[config.mk]
export PLATFORM = sky130hd
export DESIGN_NAME = x87_issue_queue_flat
export DESIGN_NICKNAME = d
export VERILOG_FILES = /design/src/rtl/x87_pkg.sv /design/src/rtl/x87_issue_queue_if.sv /design/src/rtl/x87_cmd_fifo.sv /design/src/rtl/x87_issue_queue.sv /design/src/flat_wrapper.sv
export SDC_FILE = /design/constraint.sdc
export NUM_CORES = 1
export LEC_CHECK = 0
export BUFFER_PORTS_ARGS = -buffer_cell sky130_fd_sc_hd__buf_4
export CAP_MARGIN = 20
export CORE_MARGIN = 5
export CORE_UTILIZATION = 44
export DETAILED_ROUTE_END_ITERATION = 7
export PLACE_DENSITY = 0.76
export SETUP_SLACK_MARGIN = 0.5
export SYNTH_ARGS = -nofsm -noshare
export SYNTH_HDL_FRONTEND = slang
export SYNTH_SLANG_ARGS = --single-unit
[constraint.sdc]
create_clock -name clk -period 6.7 [get_ports clk]
set_input_delay 0.335 -clock clk [delete_from_list [all_inputs] [get_ports clk]]
set_output_delay 0.335 -clock clk [all_outputs]
set_load 0.02 [all_outputs]
[src/rtl/x87_pkg.sv]
// Shared types for the x87 issue queue: command/result payloads, FSM states, field widths.
package x87_pkg;

    localparam int unsigned X87_OP_W       = 8;
    localparam int unsigned X87_STEP_W     = 4;
    localparam int unsigned X87_MEM32_W    = 32;
    localparam int unsigned X87_MEM64_W    = 64;
    localparam int unsigned X87_WB_KIND_W  = 3;
    localparam int unsigned X87_WB_VALUE_W = 16;
    localparam int unsigned X87_MS_SIZE_W  = 2;

    typedef struct packed {
        logic [X87_OP_W-1:0]    op1;
        logic [X87_OP_W-1:0]    op2;
        logic                   op2_valid;
        logic [X87_STEP_W-1:0]  step;
        logic [X87_MEM32_W-1:0] mem32;
        logic [X87_MEM64_W-1:0] mem64;
    } x87_cmd_t;

    typedef struct packed {
        logic                      wb_valid;
        logic [X87_WB_KIND_W-1:0]  wb_kind;
        logic [X87_WB_VALUE_W-1:0] wb_value;
        logic                      ms_valid;
        logic [X87_MS_SIZE_W-1:0]  ms_size;
        logic [X87_MEM64_W-1:0]    ms_data64;
    } x87_res_t;

    typedef enum logic [1:0] {
        ST_IDLE = 2'd0,
        ST_WAIT = 2'd1,
        ST_HOLD = 2'd2
    } x87_state_e;

endpackage

[src/rtl/x87_issue_queue_if.sv]
// Command push, exec issue/completion and result handshake bundle of the x87 issue queue.
interface x87_issue_queue_if
    import x87_pkg::*;
#(
    parameter int unsigned DEPTH  = 4,
    parameter int unsigned STEP_W = 4
);
    localparam int unsigned CNT_W = $clog2(DEPTH) + 1;

    logic                      flush;
    logic                      in_valid;
    logic                      in_ready;
    logic [X87_OP_W-1:0]       in_op1;
    logic [X87_OP_W-1:0]       in_op2;
    logic                      in_op2_valid;
    logic [STEP_W-1:0]         in_step;
    logic [X87_MEM32_W-1:0]    in_mem32;
    logic [X87_MEM64_W-1:0]    in_mem64;

    logic                      ex_start;
    logic [X87_OP_W-1:0]       ex_op1;
    logic [X87_OP_W-1:0]       ex_op2;
    logic                      ex_op2_valid;
    logic [STEP_W-1:0]         ex_step;
    logic [X87_MEM32_W-1:0]    ex_mem32;
    logic [X87_MEM64_W-1:0]    ex_mem64;

    logic                      ex_done;
    logic                      ex_wb_valid;
    logic [X87_WB_KIND_W-1:0]  ex_wb_kind;
    logic [X87_WB_VALUE_W-1:0] ex_wb_value;
    logic                      ex_ms_valid;
    logic [X87_MS_SIZE_W-1:0]  ex_ms_size;
    logic [X87_MEM64_W-1:0]    ex_ms_data64;

    logic                      res_valid;
    logic                      res_ready;
    logic                      res_wb_valid;
    logic [X87_WB_KIND_W-1:0]  res_wb_kind;
    logic [X87_WB_VALUE_W-1:0] res_wb_value;
    logic                      res_ms_valid;
    logic [X87_MS_SIZE_W-1:0]  res_ms_size;
    logic [X87_MEM64_W-1:0]    res_ms_data64;

    logic [CNT_W-1:0]          count;
    logic                      busy;
    logic                      err;

    // The issue queue itself
    modport slave (
        input  flush, in_valid, in_op1, in_op2, in_op2_valid, in_step, in_mem32, in_mem64,
        input  ex_done, ex_wb_valid, ex_wb_kind, ex_wb_value, ex_ms_valid, ex_ms_size, ex_ms_data64,
        input  res_ready,
        output in_ready,
        output ex_start, ex_op1, ex_op2, ex_op2_valid, ex_step, ex_mem32, ex_mem64,
        output res_valid, res_wb_valid, res_wb_kind, res_wb_value, res_ms_valid, res_ms_size, res_ms_data64,
        output count, busy, err
    );

    // Sequencer / exec / core side
    modport master (
        output flush, in_valid, in_op1, in_op2, in_op2_valid, in_step, in_mem32, in_mem64,
        output ex_done, ex_wb_valid, ex_wb_kind, ex_wb_value, ex_ms_valid, ex_ms_size, ex_ms_data64,
        output res_ready,
        input  in_ready,
        input  ex_start, ex_op1, ex_op2, ex_op2_valid, ex_step, ex_mem32, ex_mem64,
        input  res_valid, res_wb_valid, res_wb_kind, res_wb_value, res_ms_valid, res_ms_size, res_ms_data64,
        input  count, busy, err
    );

endinterface

[src/rtl/x87_cmd_fifo.sv]
// DEPTH-entry command FIFO with flush; head is read straight from the register array.
module x87_cmd_fifo
    import x87_pkg::*;
#(
    parameter int unsigned DEPTH = 4
) (
    input  logic                   clk,
    input  logic                   rst_n,
    input  logic                   flush,
    input  logic                   push,
    input  x87_cmd_t               push_data,
    input  logic                   pop,
    output x87_cmd_t               head,
    output logic [$clog2(DEPTH):0] count
);
    localparam int unsigned PTR_W = $clog2(DEPTH);
    localparam int unsigned CNT_W = PTR_W + 1;

    x87_cmd_t         mem [DEPTH];
    logic [PTR_W-1:0] wr_ptr;
    logic [PTR_W-1:0] rd_ptr;
    logic             push_ok;
    logic             pop_ok;

    // No pop credit for a push when full; flush overrides both.
    assign push_ok = push & (count < CNT_W'(DEPTH)) & ~flush;
    assign pop_ok  = pop & (count != '0) & ~flush;
    assign head    = mem[rd_ptr];

    always_ff @(posedge clk) begin
        if (push_ok) begin
            mem[wr_ptr] <= push_data;
        end
    end

    always_ff @(posedge clk) begin
        if (!rst_n || flush) begin
            wr_ptr <= '0;
            rd_ptr <= '0;
            count  <= '0;
        end else begin
            if (push_ok) begin
                wr_ptr <= wr_ptr + PTR_W'(1);
            end
            if (pop_ok) begin
                rd_ptr <= rd_ptr + PTR_W'(1);
            end
            case ({push_ok, pop_ok})
                2'b10:   count <= count + CNT_W'(1);
                2'b01:   count <= count - CNT_W'(1);
                default: count <= count;
            endcase
        end
    end

endmodule

[src/rtl/x87_issue_queue.sv]
// Buffered x87 command issue with one outstanding command and a held result handshake.
// Optional X87_ISSUE_BYPASS_EN: a push into an empty idle queue is issued at the push edge.
module x87_issue_queue
    import x87_pkg::*;
#(
    parameter int unsigned DEPTH  = 4,
    parameter int unsigned STEP_W = 4
) (
    input  logic               clk,
    input  logic               rst_n,
    x87_issue_queue_if.slave   bus
);
    localparam int unsigned CNT_W = $clog2(DEPTH) + 1;

    x87_state_e       state_q, state_d;
    x87_cmd_t         ex_cmd_q, ex_cmd_d;
    x87_res_t         res_q, res_d;
    logic             ex_start_q, ex_start_d;
    logic             res_valid_q, res_valid_d;
    logic             err_q, err_d;

    x87_cmd_t         in_cmd_c;
    x87_cmd_t         head_c;
    x87_res_t         done_res_c;
    logic             in_ready_c;
    logic             push_c;
    logic             bypass_c;
    logic             pop_c;
    logic [CNT_W-1:0] count_c;

    assign in_cmd_c = '{
        op1:       bus.in_op1,
        op2:       bus.in_op2,
        op2_valid: bus.in_op2_valid,
        step:      X87_STEP_W'(bus.in_step),
        mem32:     bus.in_mem32,
        mem64:     bus.in_mem64
    };

    assign done_res_c = '{
        wb_valid:  bus.ex_wb_valid,
        wb_kind:   bus.ex_wb_kind,
        wb_value:  bus.ex_wb_value,
        ms_valid:  bus.ex_ms_valid,
        ms_size:   bus.ex_ms_size,
        ms_data64: bus.ex_ms_data64
    };

    assign in_ready_c = rst_n & (count_c < CNT_W'(DEPTH)) & ~bus.flush;
    assign push_c     = bus.in_valid & in_ready_c;

`ifdef X87_ISSUE_BYPASS_EN
    assign bypass_c = (state_q == ST_IDLE) & (count_c == '0) & ~res_valid_q & push_c;
`else
    assign bypass_c = 1'b0;
`endif

    x87_cmd_fifo #(.DEPTH(DEPTH)) u_fifo (
        .clk       (clk),
        .rst_n     (rst_n),
        .flush     (bus.flush),
        .push      (push_c & ~bypass_c),
        .push_data (in_cmd_c),
        .pop       (pop_c),
        .head      (head_c),
        .count     (count_c)
    );

    // Issue FSM: a flush in the same cycle suppresses popping from the queue.
    always_comb begin
        state_d     = state_q;
        ex_cmd_d    = ex_cmd_q;
        res_d       = res_q;
        ex_start_d  = 1'b0;
        res_valid_d = res_valid_q;
        err_d       = err_q;
        pop_c       = 1'b0;

        if (bus.ex_done && (state_q != ST_WAIT)) begin
            err_d = 1'b1;
        end

        case (state_q)
            ST_IDLE: begin
                if (bypass_c) begin
                    ex_cmd_d   = in_cmd_c;
                    ex_start_d = 1'b1;
                    state_d    = ST_WAIT;
                end else if ((count_c != '0) && !res_valid_q && !bus.flush) begin
                    pop_c      = 1'b1;
                    ex_cmd_d   = head_c;
                    ex_start_d = 1'b1;
                    state_d    = ST_WAIT;
                end
            end
            ST_WAIT: begin
                if (bus.ex_done) begin
                    res_d       = done_res_c;
                    res_valid_d = 1'b1;
                    state_d     = ST_HOLD;
                end
            end
            ST_HOLD: begin
                if (bus.res_ready) begin
                    res_valid_d = 1'b0;
                    state_d     = ST_IDLE;
                    if ((count_c != '0) && !bus.flush) begin
                        pop_c      = 1'b1;
                        ex_cmd_d   = head_c;
                        ex_start_d = 1'b1;
                        state_d    = ST_WAIT;
                    end
                end
            end
            default: state_d = ST_IDLE;
        endcase
    end

    always_ff @(posedge clk) begin
        if (!rst_n) begin
            state_q     <= ST_IDLE;
            ex_cmd_q    <= '0;
            res_q       <= '0;
            ex_start_q  <= 1'b0;
            res_valid_q <= 1'b0;
            err_q       <= 1'b0;
        end else begin
            state_q     <= state_d;
            ex_cmd_q    <= ex_cmd_d;
            res_q       <= res_d;
            ex_start_q  <= ex_start_d;
            res_valid_q <= res_valid_d;
            err_q       <= err_d;
        end
    end

    assign bus.in_ready      = in_ready_c;
    assign bus.ex_start      = ex_start_q;
    assign bus.ex_op1        = ex_cmd_q.op1;
    assign bus.ex_op2        = ex_cmd_q.op2;
    assign bus.ex_op2_valid  = ex_cmd_q.op2_valid;
    assign bus.ex_step       = STEP_W'(ex_cmd_q.step);
    assign bus.ex_mem32      = ex_cmd_q.mem32;
    assign bus.ex_mem64      = ex_cmd_q.mem64;
    assign bus.res_valid     = res_valid_q;
    assign bus.res_wb_valid  = res_q.wb_valid;
    assign bus.res_wb_kind   = res_q.wb_kind;
    assign bus.res_wb_value  = res_q.wb_value;
    assign bus.res_ms_valid  = res_q.ms_valid;
    assign bus.res_ms_size   = res_q.ms_size;
    assign bus.res_ms_data64 = res_q.ms_data64;
    assign bus.count         = count_c;
    assign bus.busy          = (state_q != ST_IDLE) | (count_c != '0) | res_valid_q;
    assign bus.err           = err_q;

endmodule
[src/flat_wrapper.sv]
// flat-port wrapper written by rule: the top's interface ports become plain ports
module x87_issue_queue_flat import x87_pkg::*;
#(
    parameter int unsigned DEPTH  = 4,
    parameter int unsigned STEP_W = 4
)
  (clk, rst_n, bus_flush, bus_in_valid, bus_in_op1, bus_in_op2, bus_in_op2_valid, bus_in_step, bus_in_mem32, bus_in_mem64, bus_ex_done, bus_ex_wb_valid, bus_ex_wb_kind, bus_ex_wb_value, bus_ex_ms_valid, bus_ex_ms_size, bus_ex_ms_data64, bus_res_ready, bus_in_ready, bus_ex_start, bus_ex_op1, bus_ex_op2, bus_ex_op2_valid, bus_ex_step, bus_ex_mem32, bus_ex_mem64, bus_res_valid, bus_res_wb_valid, bus_res_wb_kind, bus_res_wb_value, bus_res_ms_valid, bus_res_ms_size, bus_res_ms_data64, bus_count, bus_busy, bus_err);
  x87_issue_queue_if #(.DEPTH(DEPTH), .STEP_W(STEP_W)) bus_i ();
  input  logic clk;
  input  logic rst_n;
  input wire logic [$bits(bus_i.flush)-1:0] bus_flush;
  input wire logic [$bits(bus_i.in_valid)-1:0] bus_in_valid;
  input wire logic [$bits(bus_i.in_op1)-1:0] bus_in_op1;
  input wire logic [$bits(bus_i.in_op2)-1:0] bus_in_op2;
  input wire logic [$bits(bus_i.in_op2_valid)-1:0] bus_in_op2_valid;
  input wire logic [$bits(bus_i.in_step)-1:0] bus_in_step;
  input wire logic [$bits(bus_i.in_mem32)-1:0] bus_in_mem32;
  input wire logic [$bits(bus_i.in_mem64)-1:0] bus_in_mem64;
  input wire logic [$bits(bus_i.ex_done)-1:0] bus_ex_done;
  input wire logic [$bits(bus_i.ex_wb_valid)-1:0] bus_ex_wb_valid;
  input wire logic [$bits(bus_i.ex_wb_kind)-1:0] bus_ex_wb_kind;
  input wire logic [$bits(bus_i.ex_wb_value)-1:0] bus_ex_wb_value;
  input wire logic [$bits(bus_i.ex_ms_valid)-1:0] bus_ex_ms_valid;
  input wire logic [$bits(bus_i.ex_ms_size)-1:0] bus_ex_ms_size;
  input wire logic [$bits(bus_i.ex_ms_data64)-1:0] bus_ex_ms_data64;
  input wire logic [$bits(bus_i.res_ready)-1:0] bus_res_ready;
  output wire logic [$bits(bus_i.in_ready)-1:0] bus_in_ready;
  output wire logic [$bits(bus_i.ex_start)-1:0] bus_ex_start;
  output wire logic [$bits(bus_i.ex_op1)-1:0] bus_ex_op1;
  output wire logic [$bits(bus_i.ex_op2)-1:0] bus_ex_op2;
  output wire logic [$bits(bus_i.ex_op2_valid)-1:0] bus_ex_op2_valid;
  output wire logic [$bits(bus_i.ex_step)-1:0] bus_ex_step;
  output wire logic [$bits(bus_i.ex_mem32)-1:0] bus_ex_mem32;
  output wire logic [$bits(bus_i.ex_mem64)-1:0] bus_ex_mem64;
  output wire logic [$bits(bus_i.res_valid)-1:0] bus_res_valid;
  output wire logic [$bits(bus_i.res_wb_valid)-1:0] bus_res_wb_valid;
  output wire logic [$bits(bus_i.res_wb_kind)-1:0] bus_res_wb_kind;
  output wire logic [$bits(bus_i.res_wb_value)-1:0] bus_res_wb_value;
  output wire logic [$bits(bus_i.res_ms_valid)-1:0] bus_res_ms_valid;
  output wire logic [$bits(bus_i.res_ms_size)-1:0] bus_res_ms_size;
  output wire logic [$bits(bus_i.res_ms_data64)-1:0] bus_res_ms_data64;
  output wire logic [$bits(bus_i.count)-1:0] bus_count;
  output wire logic [$bits(bus_i.busy)-1:0] bus_busy;
  output wire logic [$bits(bus_i.err)-1:0] bus_err;
  assign bus_i.flush = bus_flush;
  assign bus_i.in_valid = bus_in_valid;
  assign bus_i.in_op1 = bus_in_op1;
  assign bus_i.in_op2 = bus_in_op2;
  assign bus_i.in_op2_valid = bus_in_op2_valid;
  assign bus_i.in_step = bus_in_step;
  assign bus_i.in_mem32 = bus_in_mem32;
  assign bus_i.in_mem64 = bus_in_mem64;
  assign bus_i.ex_done = bus_ex_done;
  assign bus_i.ex_wb_valid = bus_ex_wb_valid;
  assign bus_i.ex_wb_kind = bus_ex_wb_kind;
  assign bus_i.ex_wb_value = bus_ex_wb_value;
  assign bus_i.ex_ms_valid = bus_ex_ms_valid;
  assign bus_i.ex_ms_size = bus_ex_ms_size;
  assign bus_i.ex_ms_data64 = bus_ex_ms_data64;
  assign bus_i.res_ready = bus_res_ready;
  assign bus_in_ready = bus_i.in_ready;
  assign bus_ex_start = bus_i.ex_start;
  assign bus_ex_op1 = bus_i.ex_op1;
  assign bus_ex_op2 = bus_i.ex_op2;
  assign bus_ex_op2_valid = bus_i.ex_op2_valid;
  assign bus_ex_step = bus_i.ex_step;
  assign bus_ex_mem32 = bus_i.ex_mem32;
  assign bus_ex_mem64 = bus_i.ex_mem64;
  assign bus_res_valid = bus_i.res_valid;
  assign bus_res_wb_valid = bus_i.res_wb_valid;
  assign bus_res_wb_kind = bus_i.res_wb_kind;
  assign bus_res_wb_value = bus_i.res_wb_value;
  assign bus_res_ms_valid = bus_i.res_ms_valid;
  assign bus_res_ms_size = bus_i.res_ms_size;
  assign bus_res_ms_data64 = bus_i.res_ms_data64;
  assign bus_count = bus_i.count;
  assign bus_busy = bus_i.busy;
  assign bus_err = bus_i.err;
  x87_issue_queue #(.DEPTH(DEPTH), .STEP_W(STEP_W)) u_core (.clk(clk), .rst_n(rst_n), .bus(bus_i));
endmodule
==> results of run 1 <==
==> flip-flops by register name, indices dropped and copies added (netlist names), 3 cells and up, named ones only <==
signal and count:
u_core.bus.ex_mem64 64, u_core.u_fifo.mem 468, u_core.bus.ex_mem32 32, u_core.bus.res_wb_value 16, u_core.bus.ex_step 4, u_core.bus.ex_op1 8
u_core.bus.res_ms_data64 64, u_core.bus.res_wb_kind 3, u_core.u_fifo.count 3, u_core.bus.ex_op2 8
==> cell type report <==
cell class	instances	area, um2
fillers	4070	23140
flip-flops and latches	686	18430
multi-input cells	786	6246
repair buffers	625	5234
clock buffers	101	2069
well taps	756	945.9
clock inverters	30	385.4
inverters	10	37.54
diodes	5	12.51
==> synthesized netlist by cell type, types with 3 or more instances <==
cell type	number	area [um2]
and2_1	7	43.79
a21boi_0	87	653.1
a21o_1	117	878.3
a21oi_1	123	615.6
dfxtp_1	218	4364
buf_1	12	45.04
mux4_2	117	2635
buf_6	5	56.30
edfxtp_1	468	14050
nor2_1	13	48.80
inv_1	10	37.54
clkbuf_1	56	210.2
nand2b_1	4	25.02
ha_1	5	62.56
buf_2	33	165.2
nand2_1	293	1100
or3_1	3	18.77
o21ai_0	4	20.02
==> how the worst max path moves through the flow <==
stage,startpoint,end,slack [ns],cells after the start
6_report,u_core.u_fifo.count[2]$_SDFFE_PP0P_,u_core.bus.ex_op1[3]$_SDFFE_PN0P_,3.55,5
5_1_grt,u_core.state_q[1]$_SDFFE_PN0P_,u_core.bus.ex_op1[3]$_SDFFE_PN0P_,3.39,5
4_1_cts,u_core.u_fifo.count[2]$_SDFFE_PP0P_,u_core.bus.ex_op1[3]$_SDFFE_PN0P_,3.55,5
3_5_place_dp,rst_n,u_core.u_fifo.mem[1][17]$_DFFE_PP_,3.25,5
3_3_place_gp,rst_n,u_core.u_fifo.mem[1][1]$_DFFE_PP_,3.38,5
2_1_floorplan,bus_flush,u_core.u_fifo.mem[0][0]$_DFFE_PP_,2.43,4
==> tightest hold or removal path: cells and delay by family <==
| family | cells | cell delay [ns] |
|---|---|---|
| buffers and inverters | 1 | 0.12 |
| and+or+nand+nor | 1 | 0.09 |
| AOI/OAI and AO/OA | 1 | 0.06 |
==> power by group through the flow <==
stage	clock, uW	combinational, uW	sequential, uW
global placement	0	285	4660
floorplan	0	98.2	4680
finish	4070	391	4570
detailed placement	0	295	4660
CTS	4170	391	4570
global route	4360	420	4570
==> per-stage QoR <==
step	worst slack, ns	cell area, um2
after floorplan	2.434	25170
after global placement	3.380	28990
after detailed placement	3.249	28990
after CTS	3.552	33340
after global routing	3.386	33350
final	3.547	33360
==> layer usage <==
metal / up-vias / share of wire [%]
met5: - / 0.021
met2: 583 / 50
met4: 2 / 2.5
met1: 7772 / 40
li1: 7121 / -
met3: 99 / 7.5
==> logic make-up (layout without fill, tap and decap cells) <==
kind of cell / after synthesis / count (layout) / synth area share (%)
simple gates: 326 / 326 / 5.091
compound gates: 332 / 332 / 8.641
mux: 118 / 118 / 10.51
other cells: 0 / 5 / 0
buf+inv: 118 / 766 / 2.103
flops: 686 / 686 / 73.19
fa+ha+maj: 6 / 6 / 0.3281
xor+xnor: 4 / 4 / 0.1392
==> repair_timing <==
action,4_1_cts,5_1_grt
endpoints found under the setup margin,0,0
hold endpoints to repair,541,0
hold buffers,190,0
==> metrics.csv, run 1 <==
metric,value,unit
outcome,completed,
R2R depth,5,
Critical Path Start Type,flop,
asr flop ratio synth,0,%
crit-path leading delay family,simple AND/OR/NAND/NOR gates,
"CTS clk-pin slew, worst paths",0.06,ns
reg2reg end,u_core.bus.ex_op1[3]$_SDFFE_PN0P_,
Nets,2396,
Hold Path Class,input pin to flop,
Hold Path Sink,u_core.bus.err$_SDFFE_PN0P_,
Synthesis Warnings,0,
maximum root-to-sink buffer count,3,
H-tree depth,3,
number of cells on the worst hold path,3,
Required @ worst endpoint,7.22,ns
fin. max-slew vios,0,
final antenna-violating net count,0,
WL per Instance,20.94,um
part of the Yosys area used for sequential elements,73.19,%
r2r startpoint,u_core.u_fifo.count[2]$_SDFFE_PP0P_,
clock power share,45.1,%
Final Setup Violations,0,
share of cells above drive strength 1,29.98,%
"Critical Path, Cell by Cell",or3_1 > and2_4 > and3_4 > buf_4 > a21o_1,
met2 GRT Util,34.31,%
Layout Area Growth over Synthesis,32.55,%
Core Rows,87,
gpl congestion,0.8779,
peak per-stage delay on the critical path,0.80,ns
hold wc startpoint,bus_ex_done,
Netlist cell types,30,
CTS Buf Count,71,
GR Util met3,5.690,%
final hold viol count,0,
met1 usage,24.57,%
Mean Syn Cell Area,15.83,um2
sw frac,19.49,%
final setup TNS,0,ns
crit-path max FO,66,
maximum number of pins on one net before global-route repair,93,
P_int,7276,uW
synthesized area,25170,um2
Slew @ Worst Pin,1.067,ns
Power Dens Cells,270.9,nW/um2
syn nets,1806,
starting DRC count in detailed routing,1081,
DPL Wire Length,35.88,mm
IO Pins,422,
most frequent cells in the layout,"edfxtp_1, buf_4, nand2_1",
buffer and inverter count on the worst path,1,
period utilisation layout,47.06,%
first drt pass iteration count,5,
min cycle time layout,3.153,ns
clk_skew,0.01595,ns
Hold Slack,0.04477,ns
first-pass GRT wire length,97.66,mm
setup bufs post-CTS,0,
"most common cell after layout, fill and taps aside",edfxtp_1,
initial antenna violation count,6,
core region area,56500,um2
"FF+latch count, synth",686,
I/O Buffers,421,
DIE AREA,62080,um2
"Slowest-stage cell, CP",and3_4,
Post-synth EDFFs,468,
Cells after DPL,2673,
Worst-Skew Late Latency,0.59,ns
Syn Inst Count,1590,
Final Power,9037,uW
Die H,249.2,um
vias per inst,5.194,
Seq pwr share,50.6,%
LEAKAGE,0.01288,uW
vias,15580,
Slew headroom,28.87,%
logic gate share of total power,4.3,%
f_max,317.2,MHz
Final Util,59.04,%
Die W,249.2,um
R2R setup slack,3.55,ns
Clock Sinks,686,
CP Capture Type,flop,
ys flop type,edfxtp_1,
Initial Utilization,44.54,%
Most Crowded Layer GR,met2,
WS Path Type,flop to flop,
CP arrival,3.68,ns
Psw,1762,uW
Max-cap violations,0,
CTS root buf,clkbuf_16,
CTS tree,done,
RSZ-0062 raised after global routing,no,
GRT Overall Usage,19.88,%
post-CTS sizing,0,
Routed WL,62.81,mm
Peak VDD IR,235.3,uV
remaining global-route overflow,0,
fin cells,2999,
vias in the first global route,16610,
number of remaining DRC errors,0,
Note: power is estimated with default switching activity, not from simulation.
==> run 2, diff against run 1 <==
Clock period 6.7 ns to 3.2 ns, I/O delays scaled along.
==> metrics.csv, run 2 (synthesized netlist as in run 1, its figures left out) <==
metric,value,unit
final hold viol count,0,
RSZ-0062 raised after global routing,no,
WS Path Type,flop to flop,
final setup TNS,0,ns
Hold Slack,0.03646,ns
Hold Path Sink,u_core.bus.res_wb_value[4]$_SDFFE_PN0P_,
initial antenna violation count,8,
Die W,249.2,um
setup bufs post-CTS,0,
CP Capture Type,flop,
Critical Path Start Type,flop,
starting DRC count in detailed routing,1131,
Routed WL,66.91,mm
"most common cell after layout, fill and taps aside",edfxtp_1,
crit-path max FO,47,
hold wc startpoint,rst_n,
f_max,398.7,MHz
CTS tree,done,
Nets,2476,
DPL Wire Length,36.73,mm
GR Util met3,5.982,%
Initial Utilization,44.54,%
Filler cells,3945,
number of cells on the worst hold path,2,
reg2reg end,u_core.bus.res_ms_data64[29]$_SDFFE_PN0P_,
Layout Area Growth over Synthesis,35.41,%
IO Pins,422,
Required @ worst endpoint,3.72,ns
maximum number of pins on one net before global-route repair,92,
WL per Instance,21.72,um
vias in the first global route,17720,
final antenna-violating net count,0,
met1 usage,25.97,%
core region area,56500,um2
Core Rows,87,
Die H,249.2,um
r2r startpoint,u_core.state_q[1]$_SDFFE_PN0P_,
R2R setup slack,0.69,ns
most frequent cells in the layout,"edfxtp_1, buf_4, nand2_1",
met2 GRT Util,36.59,%
max FFs per register,468,
Final Power,18340,uW
fin. max-slew vios,0,
register with the most flip-flops,u_core.u_fifo.mem,
Peak VDD IR,447.6,uV
Final Setup Violations,0,
first drt pass iteration count,5,
remaining global-route overflow,0,
number of remaining DRC errors,0,
gpl congestion,0.8562,
"CTS clk-pin slew, worst paths",0.06,ns
H-tree depth,3,
CTS root buf,clkbuf_16,
clk_skew,0.02121,ns
Clock Sinks,686,
period utilisation layout,78.38,%
CP arrival,3.03,ns
Power Dens Cells,538.2,nW/um2
CTS Buf Count,69,
share of cells above drive strength 1,29.89,%
outcome,completed,
Slew @ Worst Pin,1.033,ns
R2R depth,6,
Worst-Skew Late Latency,0.59,ns
first-pass GRT wire length,103.9,mm
maximum root-to-sink buffer count,3,
LEAKAGE,0.01329,uW
Max-cap violations,0,
vias,16320,
I/O Buffers,421,
min cycle time layout,2.508,ns
DIE AREA,62080,um2
Slew headroom,31.14,%
Hold Path Class,input pin to flop,
GRT Overall Usage,21.26,%
vias per inst,5.299,
Most Crowded Layer GR,met2,
==> run 2: changes by cell type in the layout (fill, tap and decap cells not counted), moves of 3 or more <==
| cell | previous run | this run |
|---|---|---|
| dlygate4sd3_1 | 190 | 251 |
| buf_12 | 5 | 19 |
| buf_4 | 429 | 435 |
| clkbuf_16 | 76 | 70 |
| clkinv_2 | 11 | 17 |
| clkinvlp_4 | 0 | 5 |
| bufinv_16 | 9 | 5 |
| clkbuf_1 | 17 | 13 |
| diode_2 | 5 | 9 |
| clkbuf_8 | 7 | 4 |
==> run 2: worst max-delay path by stage <==
stage | end | slack [ns] | from
after floorplan | u_core.u_fifo.mem[0][0]$_DFFE_PP_ | 0.39 | bus_flush
after global placement | u_core.u_fifo.mem[2][6]$_DFFE_PP_ | 0.63 | rst_n
after detailed placement | u_core.u_fifo.mem[2][8]$_DFFE_PP_ | 0.54 | rst_n
after CTS | u_core.bus.res_ms_data64[29]$_SDFFE_PN0P_ | 0.67 | u_core.state_q[1]$_SDFFE_PN0P_
after global routing | u_core.bus.res_ms_data64[29]$_SDFFE_PN0P_ | 0.56 | u_core.state_q[1]$_SDFFE_PN0P_
final | u_core.bus.res_ms_data64[29]$_SDFFE_PN0P_ | 0.69 | u_core.state_q[1]$_SDFFE_PN0P_
==> run 2: per-stage QoR <==
stage	area [um2]	utilization, %	setup slack (ns)	std cells
6_report	34080	60.32	0.6919	3080
5_1_grt	34080	60.32	0.5622	3080
4_1_cts	34050	60.26	0.6692	3070
3_5_place_dp	29310	51.88	0.5359	2693
3_3_place_gp	29310	51.88	0.6291	2693
2_1_floorplan	25170	-	0.3930	1590
==> run 2: layout make-up <==
| type | count | area (um2) | area share [%] |
|---|---|---|---|
| clock inverter | 39 | 366.6 | 1.076 |
| antenna | 9 | 22.52 | 0.06609 |
| clock buffer | 87 | 1856 | 5.445 |
| inverter | 10 | 37.54 | 0.1101 |
| multi-input combinational | 787 | 6255 | 18.35 |
| sequential | 686 | 18430 | 54.07 |
| timing repair buffer | 706 | 6170 | 18.10 |
| tap | 756 | 945.9 | 2.776 |
==> run 2: routing by layer <==
metal / vias to the layer above / wire length (um)
met5: - / 0
met4: 0 / 1988
met3: 136 / 5364
met2: 704 / 33980
met1: 8193 / 25580
li1: 7288 / -
==> run 2: what timing repair did <==
action,4_1_cts,5_1_grt
hold endpoints to repair,559,0
setup endpoints to repair,0,6
hold buffers,251,0
resized for setup,0,1
==> run 2: power breakdown <==
part | internal (uW) | leakage, uW | switching, uW
Combinational | 474 | 0.00622 | 393
Clock | 4550 | 0.00109 | 3340
Sequential | 9540 | 0.00599 | 32.8
==> run 2: worst max-delay path, cell delays in order, from the launching register on <==
cell	delay [ns]
dfxtp_1	0.40
nand2b_1	0.30
or2_4	0.54
buf_12	0.27
nand2_1	0.12
a21boi_0	0.23
dlygate4sd3_1	0.58
==> run 3, diff against run 2 <==
Clock period 3.2 ns to 2.45 ns, I/O delays scaled along.
==> metrics.csv, run 3 (synthesized netlist as in run 1, its figures left out) <==
metric,value,unit
logic gate share of total power,4.7,%
Place WS,0.2980,ns
Peak VDD IR,563.7,uV
Slew headroom,37.79,%
"most common cell after layout, fill and taps aside",edfxtp_1,
Core Rows,87,
min cycle time layout,2.017,ns
crit-path leading delay family,buffers and inverters,
core region area,56500,um2
Final Setup Violations,0,
critical path depth in cells,12,
met1 usage,26.12,%
initial antenna violation count,16,
"Critical Path, Cell by Cell",dlygate4sd3_1 > buf_4 > nand2b_4 > nor3b_4 > buf_4 > inv_1 > ha_4 > inv_2 > fa_2 > xor2_1 > or3_1 > a21oi_2,
DPL Wire Length,39.58,mm
first drt pass iteration count,6,
reg2reg end,u_core.u_fifo.count[2]$_SDFFE_PP0P_,
Die W,249.2,um
Slew @ Worst Pin,0.9331,ns
crit-path max FO,10,
final instance area,34090,um2
register with the most flip-flops,u_core.u_fifo.mem,
vias in the first global route,16800,
CTS root buf,clkbuf_16,
vias per inst,5.276,
number of remaining DRC errors,0,
period utilisation layout,82.34,%
Layout Area Growth over Synthesis,35.45,%
RSZ-0062 raised after global routing,yes,
gpl congestion,0.8919,
DIE AREA,62080,um2
met2 GRT Util,36.35,%
Filler cells,3955,
GR Util met3,5.669,%
first-pass GRT wire length,103.3,mm
P_int,19680,uW
Clock Sinks,686,
CP Capture Type,flop,
"CTS clk-pin slew, worst paths",0.06,ns
maximum root-to-sink buffer count,3,
"Slowest-stage cell, CP",dlygate4sd3_1,
peak per-stage delay on the critical path,0.57,ns
Critical Path Source,bus_flush,
final setup TNS,0,ns
Initial Utilization,44.54,%
final hold viol count,0,
CTS tree,done,
maximum number of pins on one net before global-route repair,181,
Hold Path Class,input pin to flop,
starting DRC count in detailed routing,1104,
WS Path Type,input pin to flop,
Setup WS post-layout,0.4328,ns
LEAKAGE,0.01317,uW
WL per Instance,22.57,um
fin. max-slew vios,0,
R2R setup slack,0.43,ns
Required @ worst endpoint,2.95,ns
vias,16130,
CP arrival,2.52,ns
R2R depth,10,
f_max,495.7,MHz
remaining global-route overflow,0,
critical path capture point,u_core.u_fifo.count[2]$_SDFFE_PP0P_,
clk_skew,0.02570,ns
Critical Path Start Type,input pin,
Routed WL,68.99,mm
Worst-Skew Late Latency,0.60,ns
I/O Buffers,421,
r2r startpoint,u_core.u_fifo.count[2]$_SDFFE_PP0P_,
GRT Overall Usage,21.31,%
clock power share,44.4,%
H-tree depth,3,
CTS Buf Count,71,
FF/Latch Area,18440,um2
area occupied by multi-input gates,6320,um2
IO Pins,422,
most frequent cells in the layout,"edfxtp_1, buf_4, nand2_1",
Nets,2451,
max FFs per register,468,
buffer and inverter count on the worst path,5,
Seq pwr share,50.9,%
sw frac,19.91,%
Max-cap violations,0,
Die H,249.2,um
placed inst area,29420,um2
Most Crowded Layer GR,met2,
share of cells above drive strength 1,31.30,%
final antenna-violating net count,0,
Psw,4892,uW
outcome,completed,
Power Dens Cells,720.7,nW/um2
CP most frequent cell,buf_4,
## run 3: changes by cell type in the layout (fill, tap and decap cells not counted), sizes merged, moves of 2 or more
cell	change
bufinv	+3
dlygate4sd3	-42
clkbuf	+14
clkinv	-12
buf	+13
clkinvlp	-2
and2	+2
## run 3: layout make-up
class,instances,share of cell area (%)
clock buffer,101,5.899
clock inverter,28,1.090
tap,756,2.775
timing repair buffer,677,17.42
sequential,686,54.09
antenna,10,0.07341
inverter,10,0.1101
multi-input combinational,789,18.54
## run 3: power by group through the flow
stage / combinational (uW) / clock (uW) / sequential [uW]
2_1_floorplan: 273 / 0 / 12800
3_3_place_gp: 809 / 0 / 12700
3_5_place_dp: 834 / 0 / 12700
4_1_cts: 1140 / 11200 / 12500
5_1_grt: 1230 / 11700 / 12500
6_report: 1150 / 10900 / 12500
## run 3: worst min path at each step
stage	end	slack [ns]	depth (start not counted)	from
after floorplan	u_core.u_fifo.mem[0][0]$_DFFE_PP_	0.22	0	bus_in_mem64[0]
after global placement	u_core.u_fifo.mem[0][20]$_DFFE_PP_	0.32	1	bus_in_mem64[20]
after detailed placement	u_core.u_fifo.mem[3][20]$_DFFE_PP_	0.33	1	bus_in_mem64[20]
after CTS	u_core.u_fifo.wr_ptr[0]$_SDFFE_PP0P_	0.09	5	bus_in_valid
after global routing	u_core.u_fifo.wr_ptr[0]$_SDFFE_PP0P_	0.20	5	bus_in_valid
final	u_core.u_fifo.wr_ptr[0]$_SDFFE_PP0P_	0.21	5	bus_in_valid
## run 3: routing by layer
metal	routed length (um)	part of all wire, %
met5	13	0.019
met4	2546	3.7
met3	5451	7.9
met2	34580	50
met1	26400	38
## run 3: worst register-to-register path, stage by stage, from the launching register on
cell     delay [ns]
dfxtp_4        0.36
buf_4          0.12
nor3b_4        0.04
buf_4          0.20
inv_1          0.12
ha_4           0.16
inv_2          0.04
fa_2           0.33
xor2_1         0.15
or3_1          0.32
a21oi_2        0.13
## run 3: repair_timing
action | in CTS | in global routing
setup endpoints to repair | 157 | 105
resized for setup | 7 | 3
pin swaps | 9 | 3
endpoints found under the hold margin | 571 | 0
cloned | 1 | 2
hold buffers | 209 | 0
buffers inserted | 8 | 5
## run 3: stage by stage
stage	hold slack (ns)	power (uW)	util (%)	instances
2_1_floorplan	0.2214	13060	-	1590
3_3_place_gp	0.3216	13550	52.07	2693
3_5_place_dp	0.3254	13580	52.07	2693
4_1_cts	0.09127	24810	60.18	3040
5_1_grt	0.2042	25430	60.33	3055
6_report	0.2077	24570	60.34	3057
